==> src/rtl/lifo_stack_ext.sv <==
// Parametrised LIFO stack: visible top, occupancy count, registered pop data, atomic replace-top.
// Optional sticky overflow/underflow flags are enabled by defining STACK_ERR_EN.
module lifo_stack_ext #(
  parameter int WIDTH_DATA = 32,
  parameter int DEPTH      = 16,
  localparam int ADDR_W    = $clog2(DEPTH)
) (
  input  logic                  clk,
  input  logic                  reset,
  input  logic                  push,
  input  logic                  pop,
  input  logic [WIDTH_DATA-1:0] data_in,
  input  logic                  err_clr,
  output logic [WIDTH_DATA-1:0] data_out,
  output logic                  pop_valid,
  output logic [WIDTH_DATA-1:0] top,
  output logic [ADDR_W:0]       count,
  output logic                  full,
  output logic                  empty,
  output logic                  overflow,
  output logic                  underflow
);

  localparam logic [ADDR_W:0] C_DEPTH = (ADDR_W+1)'(DEPTH);

  logic [WIDTH_DATA-1:0] r_mem [DEPTH];
  logic [ADDR_W:0]       r_count;
  logic [WIDTH_DATA-1:0] r_data_out;
  logic                  r_pop_valid;

  logic [ADDR_W-1:0] w_top_idx;
  logic [ADDR_W-1:0] w_wr_idx;
  logic              w_full;
  logic              w_empty;
  logic              w_grow;
  logic              w_shrink;
  logic              w_replace;
  logic              w_pop_acc;

  assign w_full    = (r_count == C_DEPTH);
  assign w_empty   = (r_count == '0);
  // Low bits of count wrap to the right slot even when count == DEPTH.
  assign w_top_idx = r_count[ADDR_W-1:0] - ADDR_W'(1);

  assign w_replace = push & pop & !w_empty;
  assign w_grow    = push & !w_full & (!pop | w_empty);
  assign w_shrink  = pop & !push & !w_empty;
  assign w_pop_acc = pop & !w_empty;
  assign w_wr_idx  = w_replace ? w_top_idx : r_count[ADDR_W-1:0];

  // Storage is deliberately not reset; only pointer and outputs are.
  always_ff @(posedge clk) begin
    if (!reset && (w_grow || w_replace)) begin
      r_mem[w_wr_idx] <= data_in;
    end
  end

  always_ff @(posedge clk) begin
    if (reset) begin
      r_count     <= '0;
      r_data_out  <= '0;
      r_pop_valid <= 1'b0;
    end else begin
      r_pop_valid <= w_pop_acc;
      if (w_pop_acc) begin
        r_data_out <= r_mem[w_top_idx];
      end
      if (w_grow) begin
        r_count <= r_count + 1'b1;
      end else if (w_shrink) begin
        r_count <= r_count - 1'b1;
      end
    end
  end

`ifdef STACK_ERR_EN
  logic r_overflow;
  logic r_underflow;
  logic w_ovf_set;
  logic w_unf_set;

  assign w_ovf_set = push & !pop & w_full;
  assign w_unf_set = pop & w_empty;

  // A new error in the same cycle as err_clr leaves the flag set.
  always_ff @(posedge clk) begin
    if (reset) begin
      r_overflow  <= 1'b0;
      r_underflow <= 1'b0;
    end else begin
      r_overflow  <= w_ovf_set | (r_overflow  & !err_clr);
      r_underflow <= w_unf_set | (r_underflow & !err_clr);
    end
  end

  assign overflow  = r_overflow;
  assign underflow = r_underflow;
`else
  logic w_unused_err_clr;
  assign w_unused_err_clr = err_clr;
  assign overflow         = 1'b0;
  assign underflow        = 1'b0;
`endif

  assign data_out  = r_data_out;
  assign pop_valid = r_pop_valid;
  assign top       = r_mem[w_top_idx];
  assign count     = r_count;
  assign full      = w_full;
  assign empty     = w_empty;

endmodule

==> config.mk <==
export PLATFORM = sky130hd
export DESIGN_NAME = lifo_stack_ext
export DESIGN_NICKNAME = d
export VERILOG_FILES = /design/src/rtl/lifo_stack_ext.sv
export SDC_FILE = /design/constraint.sdc
export NUM_CORES = 1
export LEC_CHECK = 0
export BUFFER_PORTS_ARGS = -buffer_cell sky130_fd_sc_hd__buf_2
export CORE_MARGIN = 1.5
export CORE_UTILIZATION = 35
export CTS_CLUSTER_SIZE = 20
export DETAILED_ROUTE_END_ITERATION = 16
export MAX_ROUTING_LAYER = met4
export PLACE_DENSITY_LB_ADDON = 0.2
export RECOVER_POWER = 50
export SYNTH_ARGS = -nofsm -noshare
export SYNTH_HDL_FRONTEND = slang
export SYNTH_SLANG_ARGS = --single-unit
==> constraint.sdc <==
create_clock -name clk -period 9.9 [get_ports clk]
set_input_delay 1.98 -clock clk [delete_from_list [all_inputs] [get_ports clk]]
set_output_delay 1.98 -clock clk [all_outputs]
set_load 0.05 [all_outputs]
==> results of run 1 <==
==> Yosys cell counts (all sizes together) <==
cell type | instances | share of area (%)
o21a | 2 | 0.068
a31oi | 4 | 0.11
o22ai | 32 | 0.90
a211oi | 1 | 0.034
nand3b | 1 | 0.034
o211ai | 1 | 0.034
conb | 1 | 0.017
nand4bb | 1 | 0.051
a21oi | 2 | 0.045
o21ai | 1 | 0.022
nor2b | 7 | 0.20
dfxtp | 38 | 3.4
clkbuf | 53 | 0.89
and2 | 1 | 0.028
nor3b | 1 | 0.034
nand2 | 4 | 0.068
nor3 | 6 | 0.19
edfxtp | 512 | 69
buf | 53 | 1.2
inv | 7 | 0.12
nor4 | 1 | 0.028
xor2 | 1 | 0.039
fa | 1 | 0.090
mux2i | 291 | 13
ha | 5 | 0.28
nand3 | 261 | 5.9
a211o | 1 | 0.039
nor2 | 20 | 0.34
xnor2 | 5 | 0.23
or3 | 3 | 0.084
mux2 | 1 | 0.051
nand2b | 2 | 0.056
nand4 | 64 | 1.8
and3b | 1 | 0.039
a21o | 33 | 1.1
o221a | 1 | 0.051
o2bb2ai | 2 | 0.079
or4b | 1 | 0.062
==> area by class of cell <==
cell class	count	area share [%]
diodes	3	0.0295
well taps	846	4.15
flip-flops and latches	550	63.3
clock buffers	89	6.31
multi-input cells	760	22.6
clock inverters	18	0.727
inverters	7	0.113
repair buffers	138	2.73
==> logic make-up after synthesis <==
logic type / after synthesis / share of synthesized area [%]
compound gates: 80 / 2.50
xor+xnor: 6 / 0.270
fa+ha+maj: 6 / 0.371
buf+inv: 113 / 2.24
flops: 550 / 72.6
mux: 292 / 13.2
other cells: 1 / 0.0169
simple gates: 374 / 8.88
==> per-stage QoR <==
step | utilization (%) | std cells | setup WS (ps)
2_1_floorplan | - | 1423 | 4330
3_3_place_gp | 37.8 | 2301 | 3550
3_5_place_dp | 37.8 | 2301 | 3550
4_1_cts | 40.6 | 2408 | 2870
5_1_grt | 40.5 | 2410 | 2610
6_report | 40.5 | 2411 | 2920
==> metal layers <==
| metal | track usage (%) | routed length, um |
|---|---|---|
| met5 | - | 0 |
| met4 | 4.14 | 1040 |
| met3 | 2.70 | 2660 |
| met2 | 27.1 | 25800 |
| met1 | 24.0 | 25300 |
==> final timing paths <==
path                                    from           end  slack, ps  depth (start not counted)
worst min-delay path            data_out[19]  data_out[19]        450                          1
worst max register to register      count[0]   r_mem[8][5]       5090                          7
worst min register to register  data_out[19]  data_out[19]        450                          1
worst max-delay path                count[0]       top[10]       2920                          8
==> sequential cells by signal, indices dropped and copies added, names as in the netlist <==
register   flops
count          5
data_out      32
pop_valid      1
r_mem        512
==> metrics.txt, run 1 <==
number of synthesized register bits=550; pins over their slew limit=0; Die ar.=65000 um2; critical path class=reg -> out; Initial DRC Count=823; crit-path max FO=61; slowest CP cell=ha_4; Unique masters post-synth=44; worst-margin pin slew=1230 ps; Clk pin slew, worst setup/hold paths=60 ps; area grow syn2layout=14.6%; slew margin rel.=17.5%; Max-cap violations=0; Placer Congestion=0.722; initial antenna violation count=2; commonest cells after routing, fill and taps aside=edfxtp_1, mux2i_1, nand3_1, clkbuf_1, nand4_1; sequential cell area fraction in the yosys report=72.6%; Post-CTS Setup Repair Bufs=0; design area=25500 um2; DR vias/cell=5.21; Pre-Repair DR Iteration Count=5; Worst-Skew Late Latency=620 ps; WP buf/inv=3; synthesis warning total=0; area of the core=63000 um2; Final nets=1557; fin crit share=70.5%; CP arrival=5000 ps; DRT antenna net count=0; WP data required=7920 ps; post-DP HPWL=28900 um; CTS Sinks=550; vias in the first global route=12200; worst hold-check path type=reg -> reg; average cell area after synthesis=15.6 um2; DR DRC count=0; startpoint type of the worst setup path=flop; first-pass GRT wire length=80500 um; GRT Total Usage=17.4%; CP Cell Sequence=inv_4, ha_4, buf_4, mux2i_1, nand3_1, nand4_1, mux2i_1, buf_2; PortBufs=107; Total Wirelength=54800 um; # IOs=111; CTS tree=done; most common cell after layout, fill and taps aside=edfxtp_1; CP top delay family=buffers and inverters; root buffer cell=clkbuf_16; total negative setup slack=0 ps; Inserted Clock Buffers=57; DIE WIDTH=255 um; total congestion overflow=0; RSZ-0062 raised after global routing=false; Die H=255 um; layout cells sized above 1=10.8%; CP max stage delay=930 ps; CTS Hold Bufs=0; final hold violations=0; largest net degree at the start of global routing=129; Final min period=6980 ps; Routed WL per cell=22.7 um; register area=16100 um2; Crit. End Element=primary output; row count=92; Synth Cell Area=22200 um2; Cell Area, Placed=23800 um2; Max Clk Rate=143 MHz; hold slack=450 ps; routed vias=12600; clock skew=14.6 ps; Layout fillers=5825; Final setup viols=0; Top cell by count, worst path=mux2i_1; Max clock buf depth=3; Initial Utilization=35.3%; H-tree depth=2; Mapped Cells=1422; area of the multi-input gates=5760 um2; outcome=finished, final reports clean; PostCTS Resize Cnt=0
Power of run 1 is not shown: default switching activity piles up to over one toggle a cycle in this logic, so the estimate is an artifact.
==> run 2, diff against run 1 <==
- clock period: 9.9 -> 5.7 ns (I/O delays scaled with it)
==> run 2 against run 1 <==
  * Critical path depth is 2 lower
  * Utilization is 0.49 points higher
  * Final area is 1.2% higher
  * First-iteration DRC count is 4.3% higher
  * Register-to-register slack worse by 4300 ps
  * Sequential cell count stayed put
  * Cell count is 0.37% higher
  * Worst setup slack worse by 2300 ps
  * Count of clock-buffer cells in the layout is 15 lower
  * Clock skew is 5.9 ps higher
  * Hold slack worse by 1.7 ps
  * Global-route usage is 0.27 points higher
  * The run now ends with max-capacitance violations, max-slew violations left
==> metrics.txt, run 2 (synthesis gave the netlist of run 1 again) <==
fin crit share=88.7%; DRT antenna net count=0 (unchanged); Final min period=5060 ps; Layout fillers=5771 (-0.93%); Routed WL per cell=23.0 um (+1.0%); H-tree depth=2 (unchanged); total congestion overflow=0 (unchanged); failing checks=max-capacitance violations, max-slew violations; Clk pin slew, worst setup/hold paths=60 ps (about the same); register area=16100 um2 (about the same); CP arrival=3920 ps (-1080 ps); CP Cell Sequence=buf_4, nor3_1, xnor2_4, buf_12, mux2i_1, buf_2; Crit. End Element=primary output; DR DRC count=0 (unchanged); root buffer cell=clkbuf_16; WP data required=4560 ps (-3360 ps); Final setup viols=0 (unchanged); Placer Congestion=0.725 (+0.36%); area of the multi-input gates=5760 um2 (about the same); CTS Hold Bufs=0 (unchanged); area of the core=63000 um2 (unchanged); area grow syn2layout=16.0%; outcome=complete, but fails checks; vias in the first global route=12100 (-0.53%); Inserted Clock Buffers=57 (unchanged); Initial Utilization=35.3% (unchanged); PostCTS Resize Cnt=0 (unchanged); Max clock buf depth=3 (unchanged); Die H=255 um (unchanged); most common cell after layout, fill and taps aside=edfxtp_1; post-DP HPWL=29500 um (+2.0%); first-pass GRT wire length=81300 um (+1.0%); Max Clk Rate=198 MHz; commonest cells after routing, fill and taps aside=edfxtp_1, mux2i_1, nand3_1, clkbuf_1, nand4_1; largest net degree at the start of global routing=70 (-46%); Pre-Repair DR Iteration Count=5 (unchanged); max reg flops=512 (unchanged); pins over their slew limit=43 (+43); row count=92 (unchanged); routed vias=12700 (+0.84%); slowest CP cell=xnor2_4; startpoint type of the worst setup path=flop; Top reg by flops=r_mem; GRT Total Usage=17.6% (+0.27 points); CTS Sinks=550 (unchanged); CTS tree=done; layout cells sized above 1=11.7% (+0.84 points); DIE WIDTH=255 um (unchanged); clock skew=20.5 ps (+5.89 ps); initial antenna violation count=3 (+1); CP max stage delay=740 ps (-190 ps); Die ar.=65000 um2 (unchanged); # IOs=111 (unchanged); final hold violations=0 (unchanged); worst-margin pin slew=2560 ps (+1330 ps); total negative setup slack=0 ps (unchanged); Max-cap violations=2 (+2); crit-path max FO=67 (+9.8%); slew margin rel.=-70.5% (-88 points); Initial DRC Count=858 (+4.3%); Post-CTS Setup Repair Bufs=0 (unchanged); R2R Setup Slk=750 ps (-4340 ps); RSZ-0062 raised after global routing=false; Final nets=1565 (+0.51%); Worst-Skew Late Latency=620 ps (about the same); worst hold-check path type=reg -> reg; Total Wirelength=55600 um (+1.4%); critical path class=reg -> out; DR vias/cell=5.23 (+0.46%); PortBufs=107 (unchanged)
## run 2: metrics by stage
step | util (%) | worst slack [ps] | area (um2) | hold WS, ps | cells
6_report | 41.0 | 644 | 25800 | 448 | 2420
5_1_grt | 41.0 | 501 | 25800 | 468 | 2419
4_1_cts | 41.1 | 775 | 25900 | 448 | 2416
3_5_place_dp | 38.2 | 1450 | 24000 | 434 | 2309
3_3_place_gp | 38.2 | 1480 | 24000 | 427 | 2309
2_1_floorplan | - | 923 | 22200 | 723 | 1423
## run 2: final timing paths
| kind | cells past startpoint | startpoint | end |
|---|---|---|---|
| worst max-delay path | 6 | count[0] | top[10] |
| worst min-delay path | 1 | data_out[29] | data_out[29] |
| worst max register to register | 7 | count[0] | data_out[24] |
| worst min register to register | 1 | data_out[29] | data_out[29] |
## run 2: routing by layer
metal / vias up / part of all wire (%) / GRT usage (%)
met5: - / 0 / -
li1: 5792 / - / -
met1: 6473 / 46 / 23.8
met2: 305 / 47 / 27.3
met4: 0 / 2.1 / 4.65
met3: 85 / 5.3 / 3.47
## run 2: worst max-delay path, delay by kind of cell, from the launching register on
| family | cells | cell delay (ps) |
|---|---|---|
| flip-flops | 1 | 370 |
| XOR/XNOR | 1 | 740 |
| multiplexers | 1 | 460 |
| AND/OR/NAND/NOR | 1 | 290 |
| buffers and inverters | 3 | 1360 |
## run 2: layout make-up
class / instances / share of cell area, %
Timing Repair Buffer: 146 / 3.58
Antenna cell: 4 / 0.0388
Tap cell: 846 / 4.10
Multi-Input combinational cell: 760 / 22.3
Clock buffer: 74 / 5.93
Sequential cell: 550 / 62.6
Inverter: 7 / 0.112
Clock inverter: 33 / 1.32
Power of run 2 is left out for the same reason.
